**src/rtl/vga_scroll_addr_gen_pkg.sv**
```systemverilog
// Shared types and default geometry for the scrolling/split VGA address generator.
package vga_scroll_addr_gen_pkg;

  typedef enum logic [1:0] {
    ST_IDLE       = 2'd0,
    ST_SCROLL     = 2'd1,
    ST_SPLIT      = 2'd2,
    ST_SPLIT_HOLD = 2'd3
  } state_e;

  localparam logic [1:0] DIR_LEFT  = 2'b00;
  localparam logic [1:0] DIR_RIGHT = 2'b01;
  localparam logic [1:0] DIR_UP    = 2'b10;
  localparam logic [1:0] DIR_DOWN  = 2'b11;

  localparam int DEF_IMG_W    = 320;
  localparam int DEF_IMG_H    = 240;
  localparam int DEF_SCALE_SH = 1;

endpackage

```
**src/rtl/vga_scroll_addr_gen_wrap_step.sv**
```systemverilog
// Modular add/subtract of one step; valid while step < limit and value < limit.
module wrap_step #(
  parameter int W = 12
) (
  input  logic [W-1:0] value_i,
  input  logic [W-1:0] step_i,
  input  logic         up_i,
  input  logic [W-1:0] limit_i,
  output logic [W-1:0] value_o
);

  logic [W:0] sum, diff;

  always_comb begin
    sum  = {1'b0, value_i} + {1'b0, step_i};
    diff = {1'b0, value_i} + {1'b0, limit_i} - {1'b0, step_i};
    if (up_i)
      value_o = (sum >= {1'b0, limit_i}) ? W'(sum - {1'b0, limit_i}) : W'(sum);
    else
      value_o = (value_i >= step_i) ? (value_i - step_i) : W'(diff);
  end

endmodule

```
**src/rtl/vga_scroll_addr_gen.sv**
```systemverilog
// Frame-stepped scroll/split controller producing a registered image-memory address per display pixel.
module vga_scroll_addr_gen
  import vga_scroll_addr_gen_pkg::*;
#(
  parameter int IMG_W    = DEF_IMG_W,
  parameter int IMG_H    = DEF_IMG_H,
  parameter int SCALE_SH = DEF_SCALE_SH,
  parameter int STEP     = 1,
  parameter int ADDR_W   = 17
) (
  input  logic              clk,
  input  logic              rst,
  input  logic              frame_start,
  input  logic [9:0]        h_cnt,
  input  logic [9:0]        v_cnt,
  input  logic              shift,
  input  logic              split,
  input  logic [1:0]        dir,
  output logic [ADDR_W-1:0] pixel_addr,
  output logic              show_black,
  output logic [1:0]        mode
);

  // Wide enough for any 10-bit coordinate plus an offset below the image size.
  localparam int CW = $clog2(((IMG_W > IMG_H) ? IMG_W : IMG_H + 1) + 1024) + 1;

  localparam logic [CW-1:0]     W_C     = CW'(IMG_W);
  localparam logic [CW-1:0]     H_C     = CW'(IMG_H);
  localparam logic [CW-1:0]     HALF_C  = CW'(IMG_W / 2);
  localparam logic [CW-1:0]     STEP_C  = CW'(STEP);
  localparam logic [ADDR_W-1:0] IMG_W_A = ADDR_W'(IMG_W);

  state_e            state_q, state_d;
  logic [CW-1:0]     off_x_q, off_x_d;
  logic [CW-1:0]     off_y_q, off_y_d;
  logic [CW-1:0]     split_off_q, split_off_d;
  logic [CW-1:0]     off_x_step, off_y_step, split_inc;
  logic [ADDR_W-1:0] addr_q, addr_d;
  logic              blk_q, blk_d;

  logic [CW-1:0]     x, y, xs, ys;

  wrap_step #(.W(CW)) u_wrap_x (
    .value_i (off_x_q),
    .step_i  (STEP_C),
    .up_i    (dir == DIR_LEFT),
    .limit_i (W_C),
    .value_o (off_x_step)
  );

  wrap_step #(.W(CW)) u_wrap_y (
    .value_i (off_y_q),
    .step_i  (STEP_C),
    .up_i    (dir == DIR_UP),
    .limit_i (H_C),
    .value_o (off_y_step)
  );

  assign split_inc = split_off_q + STEP_C;

  always_comb begin
    state_d     = state_q;
    off_x_d     = off_x_q;
    off_y_d     = off_y_q;
    split_off_d = split_off_q;
    if (frame_start) begin
      case (state_q)
        ST_IDLE, ST_SCROLL: begin
          if (split) begin
            state_d     = ST_SPLIT;
            split_off_d = '0;
          end else if (shift) begin
            state_d = ST_SCROLL;
            if (!dir[1]) off_x_d = off_x_step;
            else         off_y_d = off_y_step;
          end else begin
            state_d = ST_IDLE;
          end
        end
        ST_SPLIT: begin
          if (!split) begin
            state_d     = ST_IDLE;
            split_off_d = '0;
          end else if (split_inc >= H_C) begin
            state_d     = ST_SPLIT_HOLD;
            split_off_d = H_C;
          end else begin
            split_off_d = split_inc;
          end
        end
        default: begin
          if (!split) begin
            state_d     = ST_IDLE;
            split_off_d = '0;
          end
        end
      endcase
    end
  end

  // Address path sees the registered state/offsets, so a frame_start edge
  // only affects pixels sampled from the following cycle onward.
  always_comb begin
    x     = CW'(h_cnt >> SCALE_SH);
    y     = CW'(v_cnt >> SCALE_SH);
    blk_d = (x >= W_C) || (y >= H_C);
    xs    = x + off_x_q;
    if (xs >= W_C) xs = xs - W_C;
    ys = '0;
    if (state_q == ST_IDLE || state_q == ST_SCROLL) begin
      ys = y + off_y_q;
      if (ys >= H_C) ys = ys - H_C;
    end else if (x < HALF_C) begin
      ys = y + split_off_q;
      if (ys >= H_C) blk_d = 1'b1;
    end else begin
      if (y < split_off_q) blk_d = 1'b1;
      ys = y - split_off_q;
    end
    addr_d = blk_d ? '0 : (ADDR_W'(ys) * IMG_W_A + ADDR_W'(xs));
  end

  always_ff @(posedge clk) begin
    if (rst) begin
      state_q     <= ST_IDLE;
      off_x_q     <= '0;
      off_y_q     <= '0;
      split_off_q <= '0;
      addr_q      <= '0;
      blk_q       <= 1'b0;
    end else begin
      state_q     <= state_d;
      off_x_q     <= off_x_d;
      off_y_q     <= off_y_d;
      split_off_q <= split_off_d;
      addr_q      <= addr_d;
      blk_q       <= blk_d;
    end
  end

  assign pixel_addr = addr_q;
  assign show_black = blk_q;
  assign mode       = state_q;

endmodule

```
**config.mk**
```make
export PLATFORM = sky130hd
export DESIGN_NAME = vga_scroll_addr_gen
export DESIGN_NICKNAME = d
export VERILOG_FILES = /design/src/rtl/vga_scroll_addr_gen_pkg.sv /design/src/rtl/vga_scroll_addr_gen_wrap_step.sv /design/src/rtl/vga_scroll_addr_gen.sv
export SDC_FILE = /design/constraint.sdc
export NUM_CORES = 1
export LEC_CHECK = 0
export CAP_MARGIN = 15
export CORE_MARGIN = 8
export CORE_UTILIZATION = 42
export CTS_CLUSTER_DIAMETER = 50
export CTS_CLUSTER_SIZE = 12
export DETAILED_ROUTE_END_ITERATION = 7
export HOLD_SLACK_MARGIN = 0.03
export PLACE_DENSITY = 0.68
export SLEW_MARGIN = 20
export SYNTH_ARGS = -nofsm -noshare
export SYNTH_HDL_FRONTEND = slang
export SYNTH_SLANG_ARGS = --single-unit
```
**constraint.sdc**
```tcl
create_clock -name clk -period 11.6 [get_ports clk]
set_input_delay 1.16 -clock clk [delete_from_list [all_inputs] [get_ports clk]]
set_output_delay 1.16 -clock clk [all_outputs]
set_load 0.03 [all_outputs]
```
-- Word-level counts from Yosys, hierarchy flattened
Cells that the tools add are included.
- multiply operators: 1
- bitwise logic cells: 2
- add/subtract/negate cells: 18
- muxes and demuxes: 25
- $lt $le $gt $ge: 12
- eq/ne operators: 6
- reduce and logical (&&, ||, !) cells: 10
- operators by type and width (operator ; number):
    $mux W12 ; 14
    $sub A12 B1 Y12 const B ; 4
    $add A9 B12 Y12 ; 3
    $ge A12 B8 Y1 const B ; 3
    $add A12 B1 Y13 const B ; 2
    $ge A12 B1 Y1 const B ; 2
    $pmux W12 S2 ; 1
    $sub A12 B8 Y12 const B ; 2
    $sub A12 B9 Y12 const B ; 2
    $add A17 B12 Y17 ; 1
    $ge A13 B8 Y1 const B ; 1
    $ge A13 B9 Y1 const B ; 1
    $add A12 B1 Y12 const B ; 1
    $add A12 B8 Y12 const B ; 1
    $add A12 B9 Y12 const B ; 1
    $ge A12 B9 Y1 const B ; 1
    $lt A9 B12 Y1 ; 1
    $mul A12 B3 Y11 const B ; 1
    $sub A9 B12 Y12 ; 1
    $reduce_and A5 Y1 ; 2
    $ge A9 B8 Y1 const B ; 1
    $ge A9 B9 Y1 const B ; 1
    $lt A9 B8 Y1 const B ; 1
    $mux W2 ; 4
    other kinds (12) ; 22
- bits of input ports: 27
- output and inout port bits: 20
- register bits after elaboration: 56

-- Depth between registers and ports, before layout
- word-level depth: 6
- mapped depth: 27
- mapped depth without buffers: 27

-- Cells and area by module
From an unflattened synthesis, not the netlist that was laid out.
- cell total of the unflattened synthesis: 1474
- area total of the unflattened synthesis: 11269.6 um2
- modules (own cells, without submodules) (module ; cells each ; area each (um2) ; instances):
    vga_scroll_addr_gen ; 644 ; 5217.5 ; 1
    wrap_step at u_wrap_y ; 407 ; 3031.7 ; 1
    wrap_step at u_wrap_x ; 423 ; 3020.4 ; 1

-- Least setup slack after synthesis
OpenSTA, ideal clock, no wires.
- kind: input-to-reg
- start: input v_cnt[1]
- end: register addr_q[16], in the netlist pixel_addr[16]
- setup time: 0.115 ns
- setup slack: 5.950 ns
- path buffers: 0
- required time: 11.485 ns
- data arrival time: 5.535 ns
- stages on the path: 23
- cells stage by stage: ha_1 -> inv_1 -> fa_1 -> nand2b_1 -> nand2b_1 -> a21oi_1 -> xnor2_1 -> ha_1 -> o2111a_1 -> nand4b_4 -> xnor2_1 -> o21ai_0 -> ha_1 -> fa_1 -> xor2_1 -> ha_1 -> a21o_1 -> a31oi_1 -> nor4bb_1 -> xnor2_1 -> xnor2_1 -> xnor2_1 -> nor2_1
- longest elaborated chain between the ends: 6
- elaborated cells on any way between the ends: 19
- ends and longest elaborated chain (element ; RTL line ; RTL):
    start, declared ; vga_scroll_addr_gen.sv:15 ; input logic [9:0] v_cnt,
    $add A9 B12 Y12 (tied with other cells) ; vga_scroll_addr_gen.sv:111 ; ys = y + off_y_q;
    $sub A12 B8 Y12 (tied with other cells) ; vga_scroll_addr_gen.sv:112 ; if (ys >= H_C) ys = ys - H_C;
    $mux W12 (tied with other cells) ; vga_scroll_addr_gen.sv:112 ;
    $mux W12 or $mux W1 (tied branches) ; vga_scroll_addr_gen.sv:110, vga_scroll_addr_gen.sv:113 ;
    $mul A12 B3 Y11 or $mux W1 (tied branches) ; vga_scroll_addr_gen.sv:120, vga_scroll_addr_gen.sv:110 ;
    $add A17 B12 Y17 or $reduce_or A2 Y1 (tied branches) ; - ;
    end signal, assigned ; vga_scroll_addr_gen.sv:136 ; addr_q <= addr_d;
    end, declared ; vga_scroll_addr_gen.sv:38 ; logic [ADDR_W-1:0] addr_q, addr_d;
Several ways; a longest one is shown, not always the timed one.
A chain may end at the register's enable or synchronous reset.

-- Worst setup path after layout
- start: input v_cnt[2]
- end: register addr_q[16], in the netlist pixel_addr[16]
Same word-level chain as after synthesis.

==> results.cfg <==
[run_status]
status = finished clean

[critical_path]
path_delay_family = adder cells
worstPathCellList = clkdlybuf4s50_1, inv_1, fa_1, nand2b_1, nand2b_1, a21oi_1, xnor2_1, ha_1, o2111a_1, nand4b_4, xnor2_1, o21ai_0, ha_1, fa_1, xor2_1, ha_1, a21o_1, a31oi_1, nor4bb_1, xnor2_1, xnor2_1, xnor2_1, nor2_1
ff2ff_path_depth = 23
reg2reg_from = off_y_q[0]
reg2reg_to = pixel_addr[16]
worstSetupPathType = input pin to flip-flop
cp.buffers_inverters = 2
cp_num_cells = 23
r2r_slack_ns = 5.76
critPathCapture = pixel_addr[16]
cpMaxStageDelayCell = clkdlybuf4s50_1
worst_path_most_repeated_cell = xnor2_1
cp.required_ns = 11.78
critPathMaxFanout = 6
end_kind = flip-flop
crit_start = v_cnt[2]
start_kind = input pin
cp.arrival_ns = 6.63
crit_path_max_incr_delay_ns = 0.67

[timing]
rsz0062_at_grt = false
period_needed_ns = 6.45
finalSetupTns_ns = 0
period_share = 0.556
slew_headroom = 0.242
setup_viol = 0
skew_ns = 0.00942
final-max-slew-violation-count = 0
timing.fmax_mhz = 155
worst_pin_slew_ns = 1.12
finalHoldViolations = 0

[routing]
routedWlPerCell_um = 15.5
antenna_left = 0
viasPerCell = 5.74
route.detailed.drc = 0
vias = 6723
drt_iter0_markers = 491
dr.pass1.iters = 6
wl_um = 18200

[synthesis]
synth.area.top_cells = dfxtp_1 (16%), ha_1 (13%), xnor2_1 (7.8%)
ys.flop_type = dfxtp_1
synth-seq-cells = 56
yosysMostFrequentCell = nor2_1
syn_area_per_cell_sq_um = 7.37
async_flop_share = 0
synthDistinctLibCells = 82
yosysSeqAreaShare = 0.161
netlist_area_sq_mm = 0.00698
syn_nets = 1052
netlist_instances = 948
yosys.area.top_type = dfxtp_1
synth_common_cells = nor2_1 (99), nand2_1 (76), a21oi_1 (71), ha_1 (71), o21ai_0 (68)
synth_edf_count = 0
synth_top_area_frac = 0.161
yosysWarningCount = 0

[global_route]
grt-ovfl-total = 0
grt_max_degree = 40
grt_use_total = 0.173
antenna_found_initial = 0
grt_pass1_vias = 6387
grt_pass1_wl_um = 31100

[clock_network]
clkLatencyLatePin_ns = 0.31
cts_tree = yes
cts_inserted_buffers = 5
path_clk_slew_ns = 0.07
cts_max_path_buffers = 2
clock-sinks = 56
cts_setup_buffers = 0
root_buffer = clkbuf_16
cts_max_level = 2
cts_hold_buf = 0
postCtsResizedCells = 0

[place]
dp.cells = 1163
place.gp.congestion = 0.907
dp_hpwl_um = 14000
io_buffers = 44

[power_and_ir_drop]
p_sw_uw = 278
combinationalPowerShare = 0.476
power_uw = 719
intPower_uw = 441
pwr-share-seq = 0.298
switching_share = 0.387
max-vdd-ir-drop_uv = 68.3
clkPwrFrac = 0.226
leakagePower_uw = 0.00297
powerDensity_mw_per_mm2 = 94.6

[floorplan]
die_h_um = 145
start_util = 0.426
core-area_sq_mm = 0.0164
fp.dieW_um = 145
fp.dieArea_sq_mm = 0.0210
num_rows = 47
io_pins = 47

[final_layout]
ff_latch_area_sq_mm = 0.00112
multi_input_area_sq_mm = 0.00542
stdcell_count = 1171
nets = 1054
fillers = 1681
drive_gt1_frac = 0.0400
syn_to_final_growth_pct = 8.94
antenna_cells = 0

[min_path]
min_path_type = flip-flop to flip-flop

[flow_run]
maxCapViolCount = 0
registers in the layout (all words and copies together), names as in the netlist:
signal / cells
off_x_q: 12
mode: 2
pixel_addr: 17
off_y_q: 12
show_black: 1
split_off_q: 12
per-stage QoR:
stage | util | setup slack [ns] | instance area [sq um] | hold WS [ns]
2_1_floorplan | - | 5.95 | 6980 | 0.457
3_3_place_gp | 0.455 | 4.86 | 7460 | 0.481
3_5_place_dp | 0.455 | 4.84 | 7460 | 0.487
4_1_cts | 0.464 | 5.13 | 7610 | 0.499
5_1_grt | 0.464 | 4.62 | 7610 | 0.530
6_report | 0.464 | 5.15 | 7610 | 0.497
cells by family (layout without fill, tap and decap cells):
family / after synthesis / in the layout / share of synthesized area
xor gates and xnor gates: 79 / 79 / 0.100
and+or+nand+nor: 354 / 354 / 0.259
buffers and inverters: 103 / 106 / 0.0641
muxes: 20 / 20 / 0.0292
adders and majority gates: 77 / 77 / 0.144
DFF: 56 / 56 / 0.161
AOI/OAI and AO/OA: 259 / 259 / 0.243
power by group through the flow:
stage                     Combinational, uW  Sequential (uW)  Clock, uW
after floorplan                         250              231          0
after global placement                  337              218          0
after detailed placement                340              219          0
after CTS                               344              214        169
after global routing                    384              216        176
final                                   343              214        163
worst min-delay path by stage:
stage,slack [ns],end,start,cells past startpoint
4_1_cts,0.50,split_off_q[5],split_off_q[5],2
3_3_place_gp,0.48,split_off_q[5],split_off_q[5],2
6_report,0.50,split_off_q[5],split_off_q[5],2
2_1_floorplan,0.46,split_off_q[5],split_off_q[5],2
3_5_place_dp,0.49,split_off_q[5],split_off_q[5],2
5_1_grt,0.53,split_off_q[11],split_off_q[11],1
placed cells by master (no fill, tap or decap), types with 12 or more instances in the layout:
cell	n
clkdlybuf4s50_1	44
mux2i_1	17
nand2_1	76
nor2_1	99
nand4_1	14
nor3_1	39
nor2b_1	12
and3_1	12
xnor2_1	62
dfxtp_1	56
nand2b_1	13
nand3_1	25
a211oi_1	14
inv_1	52
a21oi_1	71
a21o_1	14
o21ai_0	68
ha_1	71
xor2_1	16
layer usage:
metal	vias to the layer above	global-route usage	wire length [um]
li1	3419	-	-
met2	144	0.290	8490
met4	0	0.0631	393
met5	-	0	0
met1	3135	0.223	8670
met3	25	0.0205	630
final cells by class:
| class | count | area share |
|---|---|---|
| Sequential cell | 56 | 0.147 |
| Timing Repair Buffer | 46 | 0.0599 |
| Inverter | 52 | 0.0257 |
| Clock buffer | 8 | 0.0192 |
| Tap cell | 220 | 0.0362 |
| Multi-Input combinational cell | 789 | 0.712 |
worst min-delay path: stages, from the launching register on:
cell     delay [ns]
dfxtp_1        0.34
nand2_1        0.06
a21oi_1        0.05
Power figures use the tool's default switching activity.
